### src/rtl/cpu_ctrl_pkg.sv
// -----------------------------------------------------------------------------
// cpu_ctrl_pkg
//   Shared definitions for the multi-cycle CPU control path:
//   - sequencer state encoding (3 bits)
//   - opcode / funct field constants
//   - next-PC source select encodings
//   - instruction-class encoding produced by insn_class_decode
//   - small helpers used by the sequencer
// -----------------------------------------------------------------------------
package cpu_ctrl_pkg;

    typedef enum logic [2:0] {
        ST_IDLE   = 3'd0,
        ST_FETCH  = 3'd1,
        ST_DECODE = 3'd2,
        ST_EXEC   = 3'd3,
        ST_MEM    = 3'd4,
        ST_WB     = 3'd5,
        ST_HALT   = 3'd6
    } state_e;

    // Opcode field values
    localparam logic [5:0] OP_RTYPE        = 6'b000000;
    localparam logic [5:0] OP_ADDI         = 6'b001000;
    localparam logic [5:0] OP_ANDI         = 6'b001100;
    localparam logic [5:0] OP_ORI          = 6'b001101;
    localparam logic [5:0] OP_SLTI         = 6'b001010;
    localparam logic [5:0] OP_BEQ          = 6'b000100;
    localparam logic [5:0] OP_BNE          = 6'b000101;
    localparam logic [5:0] OP_J            = 6'b000010;
    localparam logic [5:0] OP_JAL          = 6'b000011;
    localparam logic [5:0] OP_LW           = 6'b100011;
    localparam logic [5:0] OP_SW           = 6'b101011;
    localparam logic [5:0] OP_HALT_DEFAULT = 6'b111100;

    // Funct field values (R-type)
    localparam logic [5:0] FN_JR = 6'b001000;

    // Next-PC source select
    localparam logic [1:0] PC_SEL_SEQ    = 2'b00;  // PC + 4
    localparam logic [1:0] PC_SEL_REG    = 2'b01;  // register (jr)
    localparam logic [1:0] PC_SEL_JUMP   = 2'b10;  // jump target
    localparam logic [1:0] PC_SEL_BRANCH = 2'b11;  // branch target

    typedef enum logic [3:0] {
        CLS_ALU_R   = 4'd0,
        CLS_JR      = 4'd1,
        CLS_ALU_I   = 4'd2,
        CLS_BR      = 4'd3,
        CLS_J       = 4'd4,
        CLS_JAL     = 4'd5,
        CLS_LW      = 4'd6,
        CLS_SW      = 4'd7,
        CLS_HALT    = 4'd8,
        CLS_ILLEGAL = 4'd9
    } insn_class_e;

    // Branch resolves to the branch target only when the ALU compare says taken.
    function automatic logic [1:0] branch_pc_sel(input logic taken);
        return taken ? PC_SEL_BRANCH : PC_SEL_SEQ;
    endfunction

    // Classes that go through the MEM state.
    function automatic logic is_mem_class(input insn_class_e cls);
        return (cls == CLS_LW) || (cls == CLS_SW);
    endfunction

endpackage

### src/rtl/insn_class_decode.sv
// -----------------------------------------------------------------------------
// insn_class_decode
//   Purely combinational opcode/funct -> instruction-class decode.
//   Ports:
//     opecode    in   6   opcode field of the current IR
//     funct      in   6   funct field of the current IR
//     insn_class out  4   decoded class (insn_class_e)
//   Parameter HALT_OP selects the opcode that parks the sequencer; it is
//   matched before the regular opcode table so it always wins.
// -----------------------------------------------------------------------------
module insn_class_decode
    import cpu_ctrl_pkg::*;
#(
    parameter logic [5:0] HALT_OP = OP_HALT_DEFAULT
) (
    input  logic [5:0]  opecode,
    input  logic [5:0]  funct,
    output insn_class_e insn_class
);

    always_comb begin
        insn_class = CLS_ILLEGAL;
        if (opecode == HALT_OP) begin
            insn_class = CLS_HALT;
        end else begin
            case (opecode)
                OP_RTYPE: insn_class = (funct == FN_JR) ? CLS_JR : CLS_ALU_R;
                OP_ADDI,
                OP_ANDI,
                OP_ORI,
                OP_SLTI:  insn_class = CLS_ALU_I;
                OP_BEQ,
                OP_BNE:   insn_class = CLS_BR;
                OP_J:     insn_class = CLS_J;
                OP_JAL:   insn_class = CLS_JAL;
                OP_LW:    insn_class = CLS_LW;
                OP_SW:    insn_class = CLS_SW;
                default:  insn_class = CLS_ILLEGAL;
            endcase
        end
    end

endmodule

### src/rtl/multicycle_sequencer.sv
// -----------------------------------------------------------------------------
// multicycle_sequencer
//   Multi-cycle control FSM for the CPU core. Steps each instruction through
//   FETCH / DECODE / EXEC / MEM / WB, handshakes with instruction and data
//   memory over req/ack, and emits one-cycle datapath write strobes plus the
//   next-PC source select. Counts retired instructions (write_pc strobes).
//
//   Ports:
//     clk        in   1      system clock
//     rst        in   1      synchronous reset, active-high
//     start      in   1      leave IDLE and begin fetching (sampled in IDLE)
//     opecode    in   6      opcode field of current IR
//     funct      in   6      funct field of current IR
//     enbranch   in   1      branch-taken flag (valid in EXEC)
//     imem_ack   in   1      instruction memory data valid
//     dmem_ack   in   1      data memory access complete
//     imem_req   out  1      instruction fetch request
//     ir_we      out  1      load instruction register
//     dmem_req   out  1      data memory request
//     dmem_we    out  1      data memory write (qualifies dmem_req)
//     write_reg  out  1      register file write strobe
//     reg_src    out  1      WB source: 0 = ALU result, 1 = load data
//     write_pc   out  1      PC update strobe (once per instruction)
//     write_lr   out  1      link register write strobe (jal)
//     pc_sel     out  2      next-PC source select
//     halted     out  1      FSM parked in HALT
//     illegal    out  1      pulse: unknown opcode retired as NOP
//     retired    out  CNT_W  count of write_pc strobes (wrapping)
//
//   All outputs are combinational from the registered state and same-cycle
//   inputs; only the state and the retired counter are flops.
// -----------------------------------------------------------------------------
module multicycle_sequencer
    import cpu_ctrl_pkg::*;
#(
    parameter int         CNT_W   = 32,
    parameter logic [5:0] HALT_OP = 6'b111100
) (
    input  logic             clk,
    input  logic             rst,
    input  logic             start,
    input  logic [5:0]       opecode,
    input  logic [5:0]       funct,
    input  logic             enbranch,
    input  logic             imem_ack,
    input  logic             dmem_ack,
    output logic             imem_req,
    output logic             ir_we,
    output logic             dmem_req,
    output logic             dmem_we,
    output logic             write_reg,
    output logic             reg_src,
    output logic             write_pc,
    output logic             write_lr,
    output logic [1:0]       pc_sel,
    output logic             halted,
    output logic             illegal,
    output logic [CNT_W-1:0] retired
);

    state_e           state_q, state_d;
    logic [CNT_W-1:0] retired_q, retired_d;
    insn_class_e      insn_class;

    // The IR is stable from DECODE until retire, so the class can be
    // decoded live instead of being latched at DECODE.
    insn_class_decode #(
        .HALT_OP (HALT_OP)
    ) u_class_decode (
        .opecode    (opecode),
        .funct      (funct),
        .insn_class (insn_class)
    );

    // Next-state and output logic
    always_comb begin
        state_d   = state_q;
        imem_req  = 1'b0;
        ir_we     = 1'b0;
        dmem_req  = 1'b0;
        dmem_we   = 1'b0;
        write_reg = 1'b0;
        reg_src   = 1'b0;
        write_pc  = 1'b0;
        write_lr  = 1'b0;
        pc_sel    = PC_SEL_SEQ;
        halted    = 1'b0;
        illegal   = 1'b0;

        case (state_q)
            ST_IDLE: begin
                // Acks arriving here are stale and deliberately ignored.
                if (start) begin
                    state_d = ST_FETCH;
                end
            end

            ST_FETCH: begin
                imem_req = 1'b1;
                if (imem_ack) begin
                    ir_we   = 1'b1;
                    state_d = ST_DECODE;
                end
            end

            ST_DECODE: begin
                state_d = ST_EXEC;
            end

            ST_EXEC: begin
                case (insn_class)
                    CLS_ALU_R,
                    CLS_ALU_I: begin
                        state_d = ST_WB;
                    end
                    CLS_BR: begin
                        write_pc = 1'b1;
                        pc_sel   = branch_pc_sel(enbranch);
                        state_d  = ST_FETCH;
                    end
                    CLS_J: begin
                        write_pc = 1'b1;
                        pc_sel   = PC_SEL_JUMP;
                        state_d  = ST_FETCH;
                    end
                    CLS_JAL: begin
                        write_pc = 1'b1;
                        write_lr = 1'b1;
                        pc_sel   = PC_SEL_JUMP;
                        state_d  = ST_FETCH;
                    end
                    CLS_JR: begin
                        write_pc = 1'b1;
                        pc_sel   = PC_SEL_REG;
                        state_d  = ST_FETCH;
                    end
                    CLS_LW,
                    CLS_SW: begin
                        state_d = ST_MEM;
                    end
                    CLS_HALT: begin
                        state_d = ST_HALT;
                    end
                    default: begin
                        // Unknown opcode: retire as a NOP and flag it.
                        write_pc = 1'b1;
                        pc_sel   = PC_SEL_SEQ;
                        illegal  = 1'b1;
                        state_d  = ST_FETCH;
                    end
                endcase
            end

            ST_MEM: begin
                dmem_req = 1'b1;
                dmem_we  = (insn_class == CLS_SW);
                if (dmem_ack) begin
                    // A store has nothing to write back, so it retires on
                    // the ack cycle itself.
                    if (insn_class == CLS_SW) begin
                        write_pc = 1'b1;
                        pc_sel   = PC_SEL_SEQ;
                        state_d  = ST_FETCH;
                    end else begin
                        state_d = ST_WB;
                    end
                end
            end

            ST_WB: begin
                write_reg = 1'b1;
                reg_src   = (insn_class == CLS_LW);
                write_pc  = 1'b1;
                pc_sel    = PC_SEL_SEQ;
                state_d   = ST_FETCH;
            end

            ST_HALT: begin
                halted = 1'b1;
            end

            default: begin
                state_d = ST_IDLE;
            end
        endcase
    end

    // Retired counter wraps naturally at 2^CNT_W.
    always_comb begin
        retired_d = retired_q;
        if (write_pc) begin
            retired_d = retired_q + CNT_W'(1);
        end
    end

    always_ff @(posedge clk) begin
        if (rst) begin
            state_q   <= ST_IDLE;
            retired_q <= '0;
        end else begin
            state_q   <= state_d;
            retired_q <= retired_d;
        end
    end

    assign retired = retired_q;

    // Unused helper kept visible to the decode path for mem-class checks.
    logic unused_mem_class;
    assign unused_mem_class = is_mem_class(insn_class);

endmodule

### config.mk
export PLATFORM = sky130hd
export DESIGN_NAME = multicycle_sequencer
export DESIGN_NICKNAME = d
export VERILOG_FILES = /design/src/rtl/cpu_ctrl_pkg.sv /design/src/rtl/insn_class_decode.sv /design/src/rtl/multicycle_sequencer.sv
export SDC_FILE = /design/constraint.sdc
export NUM_CORES = 1
export LEC_CHECK = 0
export BUFFER_PORTS_ARGS = -buffer_cell sky130_fd_sc_hd__buf_2
export CORE_MARGIN = 1
export CORE_UTILIZATION = 30
export DETAILED_ROUTE_END_ITERATION = 8
export GPL_ROUTABILITY_DRIVEN = 0
export GPL_TIMING_DRIVEN = 0
export REMOVE_ABC_BUFFERS = 1
export SYNTH_ARGS = -nofsm -noshare
export SYNTH_HDL_FRONTEND = slang
export SYNTH_HIERARCHICAL = 1
export SYNTH_SLANG_ARGS = --single-unit
### constraint.sdc
create_clock -name clk -period 3 [get_ports clk]
set_input_delay 0.15 -clock clk [delete_from_list [all_inputs] [get_ports clk]]
set_output_delay 0.15 -clock clk [all_outputs]
set_load 0.05 [all_outputs]
======== Yosys cells after proc, flatten, opt, wreduce, memory -nomap -nowiden ========
Index checks and enable logic that the tools add are counted.
word-level totals
  register bits after elaboration ......... 35
  input port bits ......................... 18
  output and inout port bits .............. 44
  word-level logic and storage cells ...... 72
operators by class
  $add $sub $neg .......................... 1
  equal/unequal tests ..................... 29
  mux-type cells .......................... 28
  bitwise operators ....................... 1
  reductions and logical operators ........ 11
operators by type and width
  operator               number
  $add 32x1->32 const B  1
  $eq 6x4->1 const B     5
  $pmux 4 s7             1
  $pmux 3 s7             1
  $eq 6x6->1 const B     3
  $eq 4x3->1 const B     4
  $mux 1                 16
  $eq 6x2->1 const B     2
  $eq 6x3->1 const B     2
  $mux 3                 4
  $eq 3x3->1 const B     3
  $pmux 3 s3             1
  $reduce_or 9->1        1
  $eq 4x2->1 const B     2
  $reduce_or 2->1        4
  $eq 3x2->1 const B     2
  $logic_not 6->1        1
  $ne 2x2->1 const B     3
  $pmux 2 s3             1
  $reduce_or 5->1        1
  $eq 4x1->1 const B     1
  $eq 4x4->1 const B     1
  $logic_not 4->1        1
  $mux 2                 2
  7 further kinds        7

======== Depth between registers and ports, before layout ========
  depth after elaboration ................. 8
  depth in mapped cells ................... 11
  depth with buffers taken out ............ 8

======== Hierarchy ========
Netlist, hierarchy kept.
by module, submodules not included
  module                times used  cells each  area an instance (µm²)  sequential area each (µm²)
  multicycle_sequencer  1           228         1,893.1                 700.7
  insn_class_decode     1           27          168.9                   0.0

======== Least setup slack after synthesis ========
OpenSTA, ideal clock, no wires.
  path type ............................... reg2out
  start point ............................. reg state_q[1]
  end point ............................... out dmem_we
  data arrival time ....................... 2.570 ns
  data required time ...................... 2.850 ns
  path slack .............................. 0.280 ns
  cell stages (with the launch flop) ...... 4
  buffers on the path ..................... 1
  cell sequence ........................... dfxtp_1 clkbuf_1 nor3b_1 nor2b_1
between the ends
  longest elaborated chain between the ends .. 2
RTL lines
  item                    line                         text
  start, declared         multicycle_sequencer.sv:61   state_e state_q, state_d;
  start signal, assigned  multicycle_sequencer.sv:201  state_q <= state_d;
  $eq 3x3->1              multicycle_sequencer.sv:90   case (state_q)
  $mux 1                  multicycle_sequencer.sv:90
  end, declared           multicycle_sequencer.sv:50   output logic dmem_we,
No other way between the ends.

======== Worst setup path in the final report ========
  start point ............................. in opecode[5]
  end point ............................... out write_pc
between the ends
  longest elaborated chain between the ends .. 8
  elaborated cells on any way between the ends .. 26
  those cells by class .................... eq/ne: 15; mux: 6; reduce/logical: 5
RTL lines
  item                                                               line                                                      text
  start, declared                                                    multicycle_sequencer.sv:42                                input logic [5:0] opecode,
  $eq 6x4->1 / $eq 6x3->1 (equally long branches)                    insn_class_decode.sv:26                                   case (opecode)
  $reduce_or 4->1 / $reduce_or 2->1 (equally long branches)          insn_class_decode.sv:26
  $pmux 4 s7                                                         insn_class_decode.sv:26
  $mux 4 *                                                           insn_class_decode.sv:23                                   if (opecode == HALT_OP) begin
  via insn_class[2]                                                  multicycle_sequencer.sv:63                                insn_class_e insn_class;
  $eq 4x3->1 (tied with other cells)                                 multicycle_sequencer.sv:111, multicycle_sequencer.sv:160
  $reduce_or 5->1 (no source line) / $mux 1 (equally long branches)  n/a
  $mux 1, on equally long branches                                   multicycle_sequencer.sv:111, multicycle_sequencer.sv:157
  $pmux 1 s3 *                                                       multicycle_sequencer.sv:90
  end, declared                                                      multicycle_sequencer.sv:53                                output logic write_pc,
The timed path passes the listed nets; every way through them passes the cells marked *.

==> impl_metrics.yaml <==
outcome:
  status: "complete, but fails checks"
  violations: "DRC"
yosys:
  synth_area_per_cell_sq_um: 8.09
  synthXorXnorAreaFrac_pct: 9.77
  ys.flop_type: "dfxtp_1"
  ys_ff_latch: 35
  synth_compound_area_share_pct: 20.4
  yosys.area_share.adder_pct: 0.607
  synth_mux_area_share_pct: 0.485
  yosysUniqueCellTypes: 48
  synth-simple-area-share_pct: 30.3
  yosysSeqAreaShare_pct: 34.0
  ys.warnings.count: 6
  synth_top_family_by_area: "simple AND/OR/NAND/NOR gates"
  syn_area_sq_um: 2060
  synth-edff-count: 0
  async_reset_ff_share_pct: 0
  netlist_instances: 255
cells_and_area:
  layout_commonest_cell: "buf_2"
  nets: 329
  stdcell_count: 388
  finish.utilization_pct: 38.9
  area_growth_pct: 22.5
  layout-drive-gt1-share_pct: 24.8
  mostFrequentLayoutCells: "buf_2 (61), nor2_1 (39), dfxtp_1 (35), xor2_1 (21), o21ai_0 (16)"
  n_antenna_cell: 0
drt:
  antenna_left: 0
  vias_per_cell: 5.21
  drtIter0Drc: 96
  wl_per_cell_um: 12.3
  vias: 2021
  drt-total-wl_um: 4780
  route.detailed.drc: 4
  drt-pass1-iter-count: 7
sta:
  fin_hold_ws_ps: 266
  period_share_pct: 86.0
  fin_worst_skew_ps: 5.48
  setup_violations: 0
  rsz0062_at_grt: "no"
  period_minus_slack_ps: 2580
  drv_slew: 0
  hold_viol: 0
  fmax_ghz: 0.387
  worst_pin_slew_ps: 687
  tns_ps: 0
  slew_headroom_pct: 54.2
die:
  core_area_sq_um: 6490
  die_h_um: 84.9
  die_area_sq_um: 7210
  num_rows: 29
  die_w_um: 84.9
  initial_core_util_pct: 31.7
  ios: 62
worst_setup_path:
  path_depth: 8
  critical_path_class: "primary input to output pin"
  crit_buf_inv: 2
  reg2reg_depth: 5
  critPathMaxFanout: 24
  cp-start-kind: "primary input"
  worstSetupEndpointType: "output pin"
  arrival_ps: 2430
  cp.required_ps: 2850
  critPathMaxStageDelay_ps: 610
  slowest_stage: "a31oi_4"
  path_delay_family: "simple AND/OR/NAND/NOR gates"
  cpMostUsedCell: "buf_2"
  crit_chain: "buf_2, nand2_1, o21a_1, nor3_1, nand2b_1, a31oi_4, or2_2, buf_2"
global_route:
  grt_pass1_wl_um: 8120
  overflow: 0
  groute.usage.overall_pct: 13.7
  antenna_found_initial: 0
  grt_pass1_vias: 1833
  grt_max_degree: 36
clocking:
  cts-root-buf: "clkbuf_8"
  cts_made_buffers: 5
  clock-sinks: 35
  cts_max_path_buffers: 2
  ctsHoldBuffers: 0
  cts_resized: 0
  cts_max_level: 2
  cts_tree: "yes"
  postCtsSetupBuffers: 0
  clk_pin_slew_ps: 70
  clk_latency_ps: 280
placed_design:
  port_buffers: 61
  dpl.hpwl_um: 3420
  dpl.cell_count: 380
job:
  drv_cap: 0
power:
  totalPowerFinal_mw: 1.00
  p_leak_nw: 1.05
  power.density_nw_per_um2: 396
  irDropWorstVdd_uv: 157
min_path:
  hold_depth: 4
  min_path_type: "primary input to register"
==> metrics by stage <==
| step | setup WS, ps | instance area [sq um] |
|---|---|---|
| CTS | 45.8 | 2520 |
| detailed placement | -239 | 2420 |
| global placement | -691 | 2400 |
| global route | 182 | 2530 |
| floorplan | 226 | 2000 |
| finish | 419 | 2530 |
==> report_power, final <==
group / switching, mW / leakage, nW / internal (mW) / total [mW]
clock network: 0.167 / 0.0515 / 0.210 / 0.376
registers: 0.0143 / 0.282 / 0.471 / 0.485
logic: 0.0928 / 0.712 / 0.0468 / 0.140
==> worst reg2reg max path, cell delays in order, from the launching register on <==
cell and delay, ps:
dfxtp_1 520, nand3b_1 250, a31oi_4 620, o211ai_1 320
or3_1 410, a21oi_1 140
==> metal layers <==
layer	vias up	track usage [%]	routed length, um
met2	42	22.9	2200
met4	0	4.62	40
li1	1038	-	-
met3	4	3.50	207
met1	937	17.2	2330
met5	-	0	0
==> cell families (layout without fill, tap and decap cells) <==
| logic type | after synthesis | count (layout) |
|---|---|---|
| AOI/OAI and AO/OA | 61 | 61 |
| DFF | 35 | 35 |
| xor gates and xnor gates | 23 | 23 |
| adders and majority gates | 1 | 1 |
| buffers and inverters | 21 | 77 |
| muxes | 1 | 1 |
| and+or+nand+nor | 113 | 113 |
==> state kept, by name, summed over array words and instances (netlist names) <==
signal / cells
state_q: 3
retired: 32
==> final timing paths <==
kind | slack (ps) | start | endpoint
min reg2reg | 480 | retired[31] | retired[31]
max reg2reg | 680 | state_q[1] | retired[30]
min | 270 | imem_ack | state_q[0]
max | 420 | opecode[5] | write_pc
==> cell type report <==
class | count | area (sq um)
flip-flops and latches | 35 | 701
inverters | 7 | 26.3
multi-input cells | 199 | 1280
fillers | 688 | 3970
well taps | 77 | 96.3
clock buffers | 8 | 100
repair buffers | 62 | 320
==> synth_stat cells (all sizes together), types with 2 or more instances <==
library cell | number | area (sq um)
o211ai | 7 | 66.3
buf | 9 | 46.3
o2111ai | 12 | 105
a21oi | 12 | 60.1
inv | 7 | 26.3
nand3 | 6 | 30.0
a31oi | 4 | 31.3
o21ai | 17 | 85.1
dfxtp | 35 | 701
nand3b | 4 | 30.0
nor4b | 2 | 32.5
xnor2 | 2 | 17.5
clkbuf | 5 | 18.8
nor2b | 2 | 12.5
nand2 | 11 | 41.3
nor3b | 3 | 22.5
nor3 | 8 | 40.0
nand4 | 3 | 25.0
and3 | 5 | 31.3
and4 | 4 | 35.0
nor2 | 39 | 146
xor2 | 21 | 184
o21bai | 3 | 22.5
nor4 | 3 | 25.0
nand2b | 6 | 37.5
and2 | 4 | 25.0
or3 | 8 | 50.1
Note: power is estimated with default switching activity, not from simulation.
